[src/rtl/bus_test_pkg.sv]
// Shared encodings for the bus test master: launch modes, FSM states and
// the write-strobe helper used to size byte lanes from the payload width.
package bus_test_pkg;

    typedef enum logic [1:0] {
        MODE_CNT  = 2'd0,
        MODE_MSG  = 2'd1,
        MODE_RDBK = 2'd2,
        MODE_RSVD = 2'd3
    } mode_e;

    typedef enum logic [1:0] {
        IDLE  = 2'd0,
        WRITE = 2'd1,
        READ  = 2'd2
    } state_e;

    // One strobe bit per byte lane the payload touches, starting at lane 0.
    function automatic logic [3:0] wstrb_for_width(input int w);
        logic [3:0] s;
        s = '0;
        for (int i = 0; i < 4; i++) begin
            if (i * 8 < w) s[i] = 1'b1;
        end
        return s;
    endfunction

endpackage

[src/rtl/period_tick.sv]
// Free-running reloadable down-counter; tick_o pulses for one cycle every
// TICK_PERIOD cycles, first pulse TICK_PERIOD cycles after reset release.
module period_tick #(
    parameter int unsigned TICK_PERIOD = 5000000
) (
    input  logic clk,
    input  logic resetn,
    output logic tick_o
);

    localparam int unsigned CW = (TICK_PERIOD > 1) ? $clog2(TICK_PERIOD) : 1;
    localparam logic [CW-1:0] RELOAD = CW'(TICK_PERIOD - 1);

    logic [CW-1:0] cnt_q;

    always_ff @(posedge clk) begin
        if (!resetn)          cnt_q <= RELOAD;
        else if (cnt_q == '0) cnt_q <= RELOAD;
        else                  cnt_q <= cnt_q - 1'b1;
    end

    assign tick_o = (cnt_q == '0);

endmodule

[src/rtl/bus_test_master.sv]
// Self-running picorv32-bus master: launches one write (optionally followed
// by a readback compare) per tick and exports counters and sticky flags.
module bus_test_master
    import bus_test_pkg::*;
#(
    parameter int unsigned TICK_PERIOD = 5000000,
    parameter logic [31:0] TARGET_ADDR = 32'hffff0040,
    parameter int unsigned DATA_W      = 8,
    parameter int unsigned MSG_DEPTH   = 16,
    parameter int unsigned TIMEOUT     = 255
) (
    input  logic                         clk,
    input  logic                         resetn,
    input  logic                         enable,
    input  logic [1:0]                   mode,
    input  logic [$clog2(MSG_DEPTH):0]   msg_len,
    input  logic                         msg_we,
    input  logic [$clog2(MSG_DEPTH)-1:0] msg_waddr,
    input  logic [DATA_W-1:0]            msg_wdata,
    output logic                         mem_valid,
    output logic                         mem_instr,
    output logic [31:0]                  mem_addr,
    output logic [3:0]                   mem_wstrb,
    output logic [31:0]                  mem_wdata,
    input  logic                         mem_ready,
    input  logic [31:0]                  mem_rdata,
    output logic                         busy,
    output logic [15:0]                  txn_count,
    output logic [7:0]                   err_count,
    output logic                         timeout_flag,
    output logic                         mismatch_flag,
    output logic                         overrun_flag
);

    localparam int unsigned IW = $clog2(MSG_DEPTH);
    localparam int unsigned LW = IW + 1;
    localparam int unsigned WW = $clog2(TIMEOUT + 1);
    localparam logic [3:0]  WSTRB = wstrb_for_width(DATA_W);

    state_e            state_q, state_d;
    mode_e             mode_q, mode_d;
    logic [DATA_W-1:0] payload_q, payload_d;
    logic [DATA_W-1:0] cnt_q, cnt_d;
    logic [IW-1:0]     idx_q, idx_d;
    logic [LW-1:0]     len_q, len_d;
    logic [WW-1:0]     wait_q, wait_d;
    logic [15:0]       txn_q, txn_d;
    logic [7:0]        err_q, err_d;
    logic              tflag_q, tflag_d, mflag_q, mflag_d, oflag_q, oflag_d;
    logic              tick, err_inc, timed_out;
    logic [31:0]       wdata_ext;
    logic              unused_rdata;

    logic [DATA_W-1:0] msg_mem [MSG_DEPTH];

    period_tick #(.TICK_PERIOD(TICK_PERIOD)) u_tick (
        .clk    (clk),
        .resetn (resetn),
        .tick_o (tick)
    );

    // Message contents survive reset so a loaded string need not be reloaded.
    always_ff @(posedge clk) begin
        if (msg_we) msg_mem[msg_waddr] <= msg_wdata;
    end

    always_ff @(posedge clk) begin
        if (!resetn) begin
            state_q   <= IDLE;
            mode_q    <= MODE_CNT;
            payload_q <= '0;
            cnt_q     <= '0;
            idx_q     <= '0;
            len_q     <= LW'(1);
            wait_q    <= '0;
            txn_q     <= '0;
            err_q     <= '0;
            tflag_q   <= 1'b0;
            mflag_q   <= 1'b0;
            oflag_q   <= 1'b0;
        end else begin
            state_q   <= state_d;
            mode_q    <= mode_d;
            payload_q <= payload_d;
            cnt_q     <= cnt_d;
            idx_q     <= idx_d;
            len_q     <= len_d;
            wait_q    <= wait_d;
            txn_q     <= txn_d;
            err_q     <= err_d;
            tflag_q   <= tflag_d;
            mflag_q   <= mflag_d;
            oflag_q   <= oflag_d;
        end
    end

    always_comb begin
        state_d   = state_q;
        mode_d    = mode_q;
        payload_d = payload_q;
        cnt_d     = cnt_q;
        idx_d     = idx_q;
        len_d     = len_q;
        wait_d    = wait_q;
        txn_d     = txn_q;
        tflag_d   = tflag_q;
        mflag_d   = mflag_q;
        oflag_d   = oflag_q;
        err_inc   = 1'b0;
        timed_out = (wait_q == WW'(TIMEOUT - 1));

        case (state_q)
            IDLE: begin
                if (tick && enable && mode != MODE_RSVD) begin
                    state_d   = WRITE;
                    mode_d    = mode_e'(mode);
                    payload_d = (mode == MODE_MSG) ? msg_mem[idx_q] : cnt_q;
                    len_d     = (msg_len == '0) ? LW'(1) : msg_len;
                    wait_d    = '0;
                end
            end
            WRITE: begin
                // Ready beats a same-cycle timeout; the payload source only
                // advances once the write has actually been accepted.
                if (mem_ready) begin
                    wait_d = '0;
                    if (mode_q == MODE_MSG)
                        idx_d = (({1'b0, idx_q} + 1'b1) >= len_q) ? '0 : idx_q + 1'b1;
                    else
                        cnt_d = cnt_q + 1'b1;
                    if (mode_q == MODE_RDBK) begin
                        state_d = READ;
                    end else begin
                        state_d = IDLE;
                        txn_d   = txn_q + 16'd1;
                    end
                end else if (timed_out) begin
                    state_d = IDLE;
                    tflag_d = 1'b1;
                    err_inc = 1'b1;
                    txn_d   = txn_q + 16'd1;
                end else begin
                    wait_d = wait_q + 1'b1;
                end
            end
            READ: begin
                if (mem_ready) begin
                    if (mem_rdata[DATA_W-1:0] != payload_q) begin
                        mflag_d = 1'b1;
                        err_inc = 1'b1;
                    end
                    state_d = IDLE;
                    txn_d   = txn_q + 16'd1;
                end else if (timed_out) begin
                    state_d = IDLE;
                    tflag_d = 1'b1;
                    err_inc = 1'b1;
                    txn_d   = txn_q + 16'd1;
                end else begin
                    wait_d = wait_q + 1'b1;
                end
            end
            default: state_d = IDLE;
        endcase

        if (tick && state_q != IDLE) oflag_d = 1'b1;
        err_d = (err_inc && err_q != 8'hff) ? err_q + 8'd1 : err_q;
    end

    always_comb begin
        wdata_ext               = '0;
        wdata_ext[DATA_W-1:0]   = payload_q;
        mem_valid     = (state_q != IDLE);
        mem_instr     = 1'b0;
        mem_addr      = mem_valid ? TARGET_ADDR : 32'h0;
        mem_wstrb     = (state_q == WRITE) ? WSTRB : 4'h0;
        mem_wdata     = (state_q == WRITE) ? wdata_ext : 32'h0;
        busy          = mem_valid;
        txn_count     = txn_q;
        err_count     = err_q;
        timeout_flag  = tflag_q;
        mismatch_flag = mflag_q;
        overrun_flag  = oflag_q;
    end

    assign unused_rdata = ^mem_rdata;

endmodule

[config.mk]
export PLATFORM = sky130hd
export DESIGN_NAME = bus_test_master
export DESIGN_NICKNAME = d
export VERILOG_FILES = /design/src/rtl/bus_test_pkg.sv /design/src/rtl/period_tick.sv /design/src/rtl/bus_test_master.sv
export SDC_FILE = /design/constraint.sdc
export NUM_CORES = 1
export LEC_CHECK = 0
export ABC_AREA = 1
export BUFFER_PORTS_ARGS = -buffer_cell sky130_fd_sc_hd__buf_2
export CAP_MARGIN = 20
export CORE_MARGIN = 4
export CORE_UTILIZATION = 29
export DETAILED_ROUTE_END_ITERATION = 6
export GPL_TIMING_DRIVEN = 0
export PLACE_DENSITY = 0.55
export SLEW_MARGIN = 10
export SYNTH_ARGS = -nofsm -noshare
export SYNTH_HDL_FRONTEND = slang
export SYNTH_SLANG_ARGS = --single-unit
[constraint.sdc]
create_clock -name clk -period 3.4 [get_ports clk]
set_input_delay 0.68 -clock clk [delete_from_list [all_inputs] [get_ports clk]]
set_output_delay 0.68 -clock clk [all_outputs]
set_load 0.05 [all_outputs]
# ---- Yosys cells after proc, flatten, opt, wreduce, memory -nomap -nowiden
# Memory sizes are Yosys's and may differ from the RTL's. A register that Yosys moved wholly into a read port is not among the register bits.
# Index checks and enable logic that the tools add are counted.
dict set report totals {
  register_bits 87
  mem_bits_rw 128
  inputBits 56
  output_inout_bits 98
  wordCells 87
  memories 1
}
# memory words word_bits rd rd_ports_with_merged_regs wr line
set memory_table {}
lappend memory_table {msg_mem 16 8 1 1 1 bus_test_master.sv:54} ;# logic [DATA_W-1:0] msg_mem [MSG_DEPTH];
dict set report op_classes {
  addsub 7
  magnitude_cmp 1
  eq_ne 12
  n_mux 31
  bitwise_logic 3
  reduce_logical 19
}
# operator n
set op_table {}
lappend op_table {{two-way mux 16 bit} 4}
lappend op_table {{two-way mux 8 bit} 6}
lappend op_table {{two-way mux 32 bit} 1}
lappend op_table {{case mux 16 bit (2 select lines)} 1}
lappend op_table {{adder 8 x 1 -> 8 bit (second input constant)} 3}
lappend op_table {{case mux 8 bit (3 select lines)} 1}
lappend op_table {{zero test 23 bit} 1}
lappend op_table {{subtractor 23 x 1 -> 23 bit (second input constant)} 1}
lappend op_table {{adder 16 x 1 -> 16 bit (second input constant)} 1}
lappend op_table {{AND reduction 3 bit} 5}
lappend op_table {{two-way mux 4 bit} 3}
lappend op_table {{two-way mux 2 bit} 5}
lappend op_table {{== test 8 bit (second input constant)} 1}
lappend op_table {{!= test 8 bit} 1}
lappend op_table {{!= test 8 bit (second input constant)} 1}
lappend op_table {{two-way mux 1 bit} 7}
lappend op_table {{== test 2 x 1 -> 1 bit (second input constant)} 3}
lappend op_table {{!= test 2 bit (second input constant)} 3}
lappend op_table {{case mux 2 bit (3 select lines)} 1}
lappend op_table {{adder 4 x 1 -> 5 bit (second input constant)} 1}
lappend op_table {{greater-or-equal comparator 5 bit} 1}
lappend op_table {{zero test 5 bit} 1}
lappend op_table {{two-way mux 5 bit} 1}
lappend op_table {{adder 4 x 1 -> 4 bit (second input constant)} 1}
lappend op_table {{10 further kinds} 19}

# ---- Depth between registers and ports, before layout
# Gate-level depths: netlist of run 1.
dict set report depth {
  word_depth 5
  ltp_mapped 11
  depth_no_buf 11
}

# ---- Hierarchy
# From an unflattened synthesis of run 1, not the netlist that was laid out.
dict set report hier_totals {
  hier_cells 1227
  hier_area_um2 10615.2
}
# module instances cells_per_inst area_per_inst_um2 seq_area_each_um2
set modules_own_cells {}
lappend modules_own_cells {bus_test_master 1 1039 9328.9 5205.0}
lappend modules_own_cells {period_tick 1 188 1286.2 460.4}

# ---- Worst setup path after synthesis of run 1
# OpenSTA, ideal clock, no wires.
dict set report synth_timing {
  path_kind {register -> output}
  startpoint {register state_q[0]}
  endpoint {output port mem_addr[16]}
  arrival_time_ns 1.699
  required_time_ns 2.720
  setup_slack_ns 1.021
  stages_incl_launch_ff 5
  path_buffers 1
  cell_sequence {dfxtp_1 > inv_1 > ha_1 > inv_1 > buf_4}
}
dict set report synth_via {
  elab_chain_len 2
}
# element line
set synth_rtl {}
lappend synth_rtl {{from (decl)} bus_test_master.sv:40} ;# state_e state_q, state_d;
lappend synth_rtl {{from (signal assigned)} bus_test_master.sv:82} ;# state_q <= state_d;
lappend synth_rtl {{nonzero test 2 bit} bus_test_master.sv:173} ;# mem_valid = (state_q != IDLE);
lappend synth_rtl {{via busy} bus_test_master.sv:27} ;# output logic busy,
lappend synth_rtl {{two-way mux 32 bit} bus_test_master.sv:175} ;# mem_addr = mem_valid ? TARGET_ADDR : 32'h0;
lappend synth_rtl {{to (decl)} bus_test_master.sv:22} ;# output logic [31:0] mem_addr,
# The timed path passes the listed nets, and every way through them passes these cells.

# ---- Final worst setup path of run 1
dict set report layout_timing {
  startpoint {register state_q[1]}
  endpoint {output port mem_addr[19]}
}
dict set report layout_via {
  elab_chain_len 2
}
# element line
set layout_rtl {}
lappend layout_rtl {{nonzero test 2 bit} bus_test_master.sv:173}
lappend layout_rtl {{two-way mux 32 bit} bus_test_master.sv:175}
# Every way passes these cells.

==> results of run 1 <==
power by group:
group	internal (uW)	total, uW	switching, uW
Clock	1370	2400	1020
Combinational	72.9	297	224
Sequential	2840	2850	7.87
per-layer routing:
metal | vias up | routed length [um] | track usage (%)
met5 | - | 0 | 0
met4 | 0 | 715 | 3.37
met3 | 54 | 1610 | 2.33
met2 | 256 | 12000 | 21.1
met1 | 3799 | 12900 | 18.4
li1 | 4230 | - | -
synthesized netlist by cell type (all sizes together):
library cell / count
inv: 123
nor2: 170
xnor2: 9
o211a: 1
a22oi: 1
nor4: 2
o21ai: 53
nor3b: 2
and3: 1
edfxtp: 128
buf: 80
xor2: 12
a31oi: 4
clkbuf: 17
nor3: 21
ha: 17
conb: 1
clkinv: 1
nand3: 117
o21bai: 1
nand4: 16
nand3b: 3
o21a: 2
nand2: 275
or2: 6
dfxtp: 91
o211ai: 7
a21oi: 64
worst max-delay path: stages, from the launching register on:
cell and delay, ns:
dfxtp_1 0.41, inv_1 0.09, ha_1 0.30, inv_1 0.57, buf_4 0.22, buf_2 0.25
worst min-delay path by stage:
stage               depth (start not counted)  slack (ns)         endpoint
CTS                                         1        0.40  u_tick.cnt_q[0]
global placement                            1        0.38  u_tick.cnt_q[0]
detailed placement                          1        0.38  u_tick.cnt_q[0]
finish                                      1        0.40  u_tick.cnt_q[0]
floorplan                                   1        0.37  u_tick.cnt_q[0]
global route                                1        0.42  u_tick.cnt_q[0]
placed cells by master, fill, tap and decap left out, types with 2 or more instances in the layout:
master and instances:
nand2_1 264, clkbuf_16 25, xnor2_1 9, a21oi_1 55
nor4_1 2, a31oi_1 3, xor2_1 12, nor2_4 6
o21ai_0 48, nor3b_2 2, nor2_2 11, o21a_1 2
nand3_1 113, buf_2 99, o211ai_1 7, nor3_1 19
ha_1 17, or2_2 6, edfxtp_1 128, buf_6 2
nor2_1 153, buf_4 64, conb_1 43, nand2_2 10
a21oi_2 9, nand3b_1 3, clkinv_1 2, nand3_2 3
inv_2 4, nand4_1 15, dfxtp_1 91, inv_1 118
clkbuf_1 29, o21ai_1 5
through the flow:
| stage | instance area, sq um | setup WS [ns] | util (%) | instances | hold WS [ns] |
|---|---|---|---|---|---|
| floorplan | 10800 | 1.02 | - | 1267 | 0.366 |
| global placement | 11800 | 0.945 | 32.9 | 1814 | 0.376 |
| detailed placement | 11800 | 0.877 | 32.9 | 1814 | 0.379 |
| CTS | 12500 | 0.318 | 34.8 | 1855 | 0.400 |
| global route | 12500 | 0.222 | 34.8 | 1855 | 0.418 |
| finish | 12500 | 0.361 | 34.8 | 1855 | 0.396 |
kinds of logic (layout without fill, tap and decap cells):
kind of cell	count (synthesis)	count (layout)	share of synthesized area (%)
AND/OR/NAND/NOR	613	613	25.6
flip-flops	219	219	53.2
other	1	43	0.0352
XOR/XNOR	21	21	1.73
AO/OA/AOI/OAI	133	133	6.98
buffers and inverters	221	348	10.4
adder cells (fa/ha/maj)	17	17	2.00
cell type report:
type                       count  area [sq um]
fill                        3700         23400
sequential                   219          5670
multi-input combinational    827          4030
clock buffer                  39           688
buffer                        97           637
tap                          461           577
inverter                     124           468
timing repair buffer          86           430
clock inverter                 2          12.5
state kept, by name, indices dropped and copies added (netlist names), named ones only:
register       cells
wait_q             8
mode_q             2
cnt_q              8
overrun_flag       1
timeout_flag       1
idx_q              4
len_q              5
state_q            2
payload_q          8
err_count          8
msg_mem          128
mismatch_flag      1
txn_count         16
u_tick.cnt_q      23
==> results.json, run 1 <==
{
  "vdd.ir_drop.worst_mv": 0.403,
  "maxSlewHeadroom_pct": 32.2,
  "leakage_uw": 0.00520,
  "post_cts_buffers": 0,
  "dieArea_sq_mm": 0.0398,
  "core_area_sq_mm": 0.0359,
  "clock_skew_ns": 0.0115,
  "cts_resized": 0,
  "drc_errors": 0,
  "vias_per_cell": 4.50,
  "gr-total-overflow": 0,
  "fin_crit_sh_pct": 89.4,
  "hold_start": "u_tick.cnt_q[0]",
  "critPathMaxFanout": 22,
  "synth-seq-cells": 219,
  "synth_top_cell_area_share_pct": 36.1,
  "syn_area_per_cell_sq_um": 8.69,
  "fp.dieW_um": 200,
  "setup_viol": 0,
  "wirelength_um": 27200,
  "rsz0062_at_grt": "no",
  "rows": 69,
  "first_pass_iters": 5,
  "cts_tree": "built",
  "crit_end": "mem_addr[19]",
  "path_class": "flop to output port",
  "dp.final_hpwl_um": 19500,
  "required_ns": 2.72,
  "io_pins": 154,
  "maxCapViolCount": 0,
  "postSynthCellCount": 1225,
  "areaGrowthSynthToFinish_pct": 17.5,
  "drv_slew": 0,
  "fin_total_pwr_uw": 5540,
  "synth_area_leaders": "edfxtp_1 36%, dfxtp_1 17%, nand2_1 9.3%",
  "clk_pin_slew_ns": 0.06,
  "place_congestion": 0.852,
  "grt_pass1_wl_um": 42200,
  "first_global_vias": 7776,
  "antenna_cells": 0,
  "grtUsageTotal_pct": 13.1,
  "num-nets-final": 1452,
  "drive_gt1_share_pct": 18.0,
  "cts_htree_levels": 1,
  "synth-seq-area-share_pct": 53.2,
  "worst-r2r-setup-slack_ns": 1.32,
  "clkSinkCount": 219,
  "fmax_mhz": 329,
  "drtIter0Drc": 590,
  "clk_latency_ns": 0.51,
  "cts_made_buffers": 24,
  "die_height_um": 200,
  "hold_class": "flop to flop",
  "ctsHoldBuffers": 0,
  "cp-start-kind": "flop",
  "finalSetupTns_ns": 0,
  "hold_viol_final": 0,
  "status": "finished clean",
  "netlist_area_sq_mm": 0.0106,
  "cts-root-buf": "clkbuf_16",
  "critPathArrivalTime_ns": 2.36,
  "worst_slew_pin_slew_ns": 1.01,
  "vias": 8339,
  "ant_nets": 0,
  "grt_max_degree": 23,
  "yosys.area.top_type": "edfxtp_1",
  "routedWlPerCell_um": 14.7,
  "cts_max_path_buffers": 3,
  "worstReg2RegEnd": "payload_q[6]",
  "crit_path_start": "state_q[1]",
  "power_density_mw_per_mm2": 443,
  "rr_worst_depth": 10,
  "antenna_found_initial": 0,
  "initial_core_util_pct": 29.6,
  "yosysUniqueCellTypes": 46,
  "ys.warnings.count": 0,
  "crit_path_end_kind": "output port",
  "io_buffers": 86,
  "post-route-min-period_ns": 3.04
}
Note: power is estimated with default switching activity, not from simulation.
==> run 2: changes to the inputs <==
--- a/config.mk
+++ b/config.mk
@@ -8,10 +8,10 @@
 export ABC_AREA = 1
 export BUFFER_PORTS_ARGS = -buffer_cell sky130_fd_sc_hd__buf_2
 export CAP_MARGIN = 20
+export CORE_ASPECT_RATIO = 2
 export CORE_MARGIN = 4
 export CORE_UTILIZATION = 29
 export DETAILED_ROUTE_END_ITERATION = 6
-export GPL_TIMING_DRIVEN = 0
 export PLACE_DENSITY = 0.55
 export SLEW_MARGIN = 10
 export SYNTH_ARGS = -nofsm -noshare
==> run 2 against run 1 <==
Net effect: non-clock buffer count is 88 lower; critical path depth stayed put; count of clock-buffer cells in the layout is 13 lower; global-route usage is 0.53 points lower; die area is 0.47% higher; maximum frequency is 7.7% higher; sequential share of layout area is 1.8 points higher; highest routed layer unchanged; wire length is 6.1% lower; worst setup slack better by 0.22 ns; largest cell class unchanged.
==> results.json, run 2 (synthesis results as in run 1) <==
{
  "cts_htree_levels": 1,
  "critPathMaxFanout": 13,
  "grt_max_degree": 58,
  "routedWlPerCell_um": 14.5,
  "rows": 99,
  "largest-register": "msg_mem",
  "drc_errors": 0,
  "cts_tree": "built",
  "cp-start-kind": "flop",
  "io_pins": 154,
  "cts_max_path_buffers": 3,
  "clkSinkCount": 219,
  "drv_slew": 0,
  "antenna_cells": 0,
  "critPathArrivalTime_ns": 2.14,
  "post-route-min-period_ns": 2.82,
  "first_pass_iters": 6,
  "gr-usage-met3_pct": 1.66,
  "fin_crit_sh_pct": 83.0,
  "clk_latency_ns": 0.52,
  "hold_slack_ns": 0.390,
  "place_congestion": 0.812,
  "vias": 8076,
  "dp.final_hpwl_um": 18300,
  "fp.dieW_um": 143,
  "io_buffers": 86,
  "num-nets-final": 1362,
  "cts_resized": 0,
  "fmax_mhz": 354,
  "grtUsageTotal_pct": 12.6,
  "dieArea_sq_mm": 0.0400,
  "path_class": "flop to output port",
  "power_density_mw_per_mm2": 484,
  "setup_viol": 0,
  "status": "finished clean",
  "areaGrowthSynthToFinish_pct": 13.2,
  "layout.cells.most_common": "nand2_1",
  "core_area_sq_mm": 0.0364,
  "hold_viol_final": 0,
  "required_ns": 2.72,
  "maxSlewHeadroom_pct": 36.8,
  "rsz0062_at_grt": "no",
  "wirelength_um": 25600,
  "clock_skew_ns": 0.0160,
  "top_usage_layer": "met2",
  "drive_gt1_share_pct": 14.5,
  "first_global_vias": 7898,
  "rr_worst_depth": 11,
  "grt_pass1_wl_um": 40000,
  "leakage_uw": 0.00485,
  "cts-root-buf": "clkbuf_16",
  "ctsHoldBuffers": 0,
  "initial_core_util_pct": 29.2,
  "final_cell_mix": "264 x nand2_1, 153 x nor2_1, 128 x edfxtp_1, 117 x inv_1, 113 x nand3_1",
  "drtIter0Drc": 366,
  "crit_path_end_kind": "output port",
  "ant_nets": 0,
  "use_met1_pct": 12.2,
  "die_height_um": 279,
  "cts_made_buffers": 22,
  "maxCapViolCount": 0,
  "fill_cells": 3815,
  "post_cts_buffers": 0,
  "vdd.ir_drop.worst_mv": 0.310,
  "antenna_found_initial": 0,
  "hold_class": "flop to flop",
  "worst_slew_pin_slew_ns": 0.947,
  "largest_reg_flops": 128,
  "finalSetupTns_ns": 0,
  "use_met2_pct": 24.6,
  "vias_per_cell": 4.59,
  "clk_pin_slew_ns": 0.06,
  "gr-total-overflow": 0,
  "holdPathStages": 1
}
-- run 2: critical path, stage by stage, from the launching register on --
cell and delay, ns:
dfxtp_1 0.42, inv_1 0.09, ha_1 0.30, inv_1 0.26
buf_4 0.26, buf_2 0.29
-- run 2: final timing paths --
check             startpoint         endpoint  slack (ns)
max               state_q[1]     mem_addr[23]        0.58
min          u_tick.cnt_q[0]  u_tick.cnt_q[0]        0.39
max reg2reg       state_q[1]         cnt_q[6]        1.14
min reg2reg  u_tick.cnt_q[0]  u_tick.cnt_q[0]        0.39
-- run 2: routing by layer --
layer  up-vias  wire [um]
met3        64       1230
met2       231      14000
li1       4047          -
met4         0       1290
met5         -          0
met1      3734       9080
-- run 2: through the flow --
step	setup slack [ns]	cell area (sq um)	total power (uW)	utilization, %	instances
2_1_floorplan	1.02	10800	3110	-	1267
3_3_place_gp	1.07	11200	3150	30.8	1719
3_5_place_dp	1.06	11200	3160	30.8	1719
4_1_cts	0.505	12000	5920	33.1	1759
5_1_grt	0.380	12000	6020	33.1	1759
6_report	0.578	12000	5830	33.1	1759
-- run 2: report_power, final --
part | switching, uW | leakage (uW) | internal (uW)
Combinational | 210 | 0.00258 | 39.5
Sequential | 7.92 | 0.00189 | 2840
Clock | 1040 | 0.000381 | 1690
Total | 1260 | 0.00485 | 4570
-- run 2: final cells by class --
cell class	count	area [sq um]	area share, %
Tap cell	454	568	4.72
Sequential cell	219	5670	47.0
Timing Repair Buffer	95	498	4.13
Multi-Input combinational cell	827	4030	33.5
Clock inverter	14	226	1.88
Inverter	124	468	3.89
Clock buffer	26	587	4.87
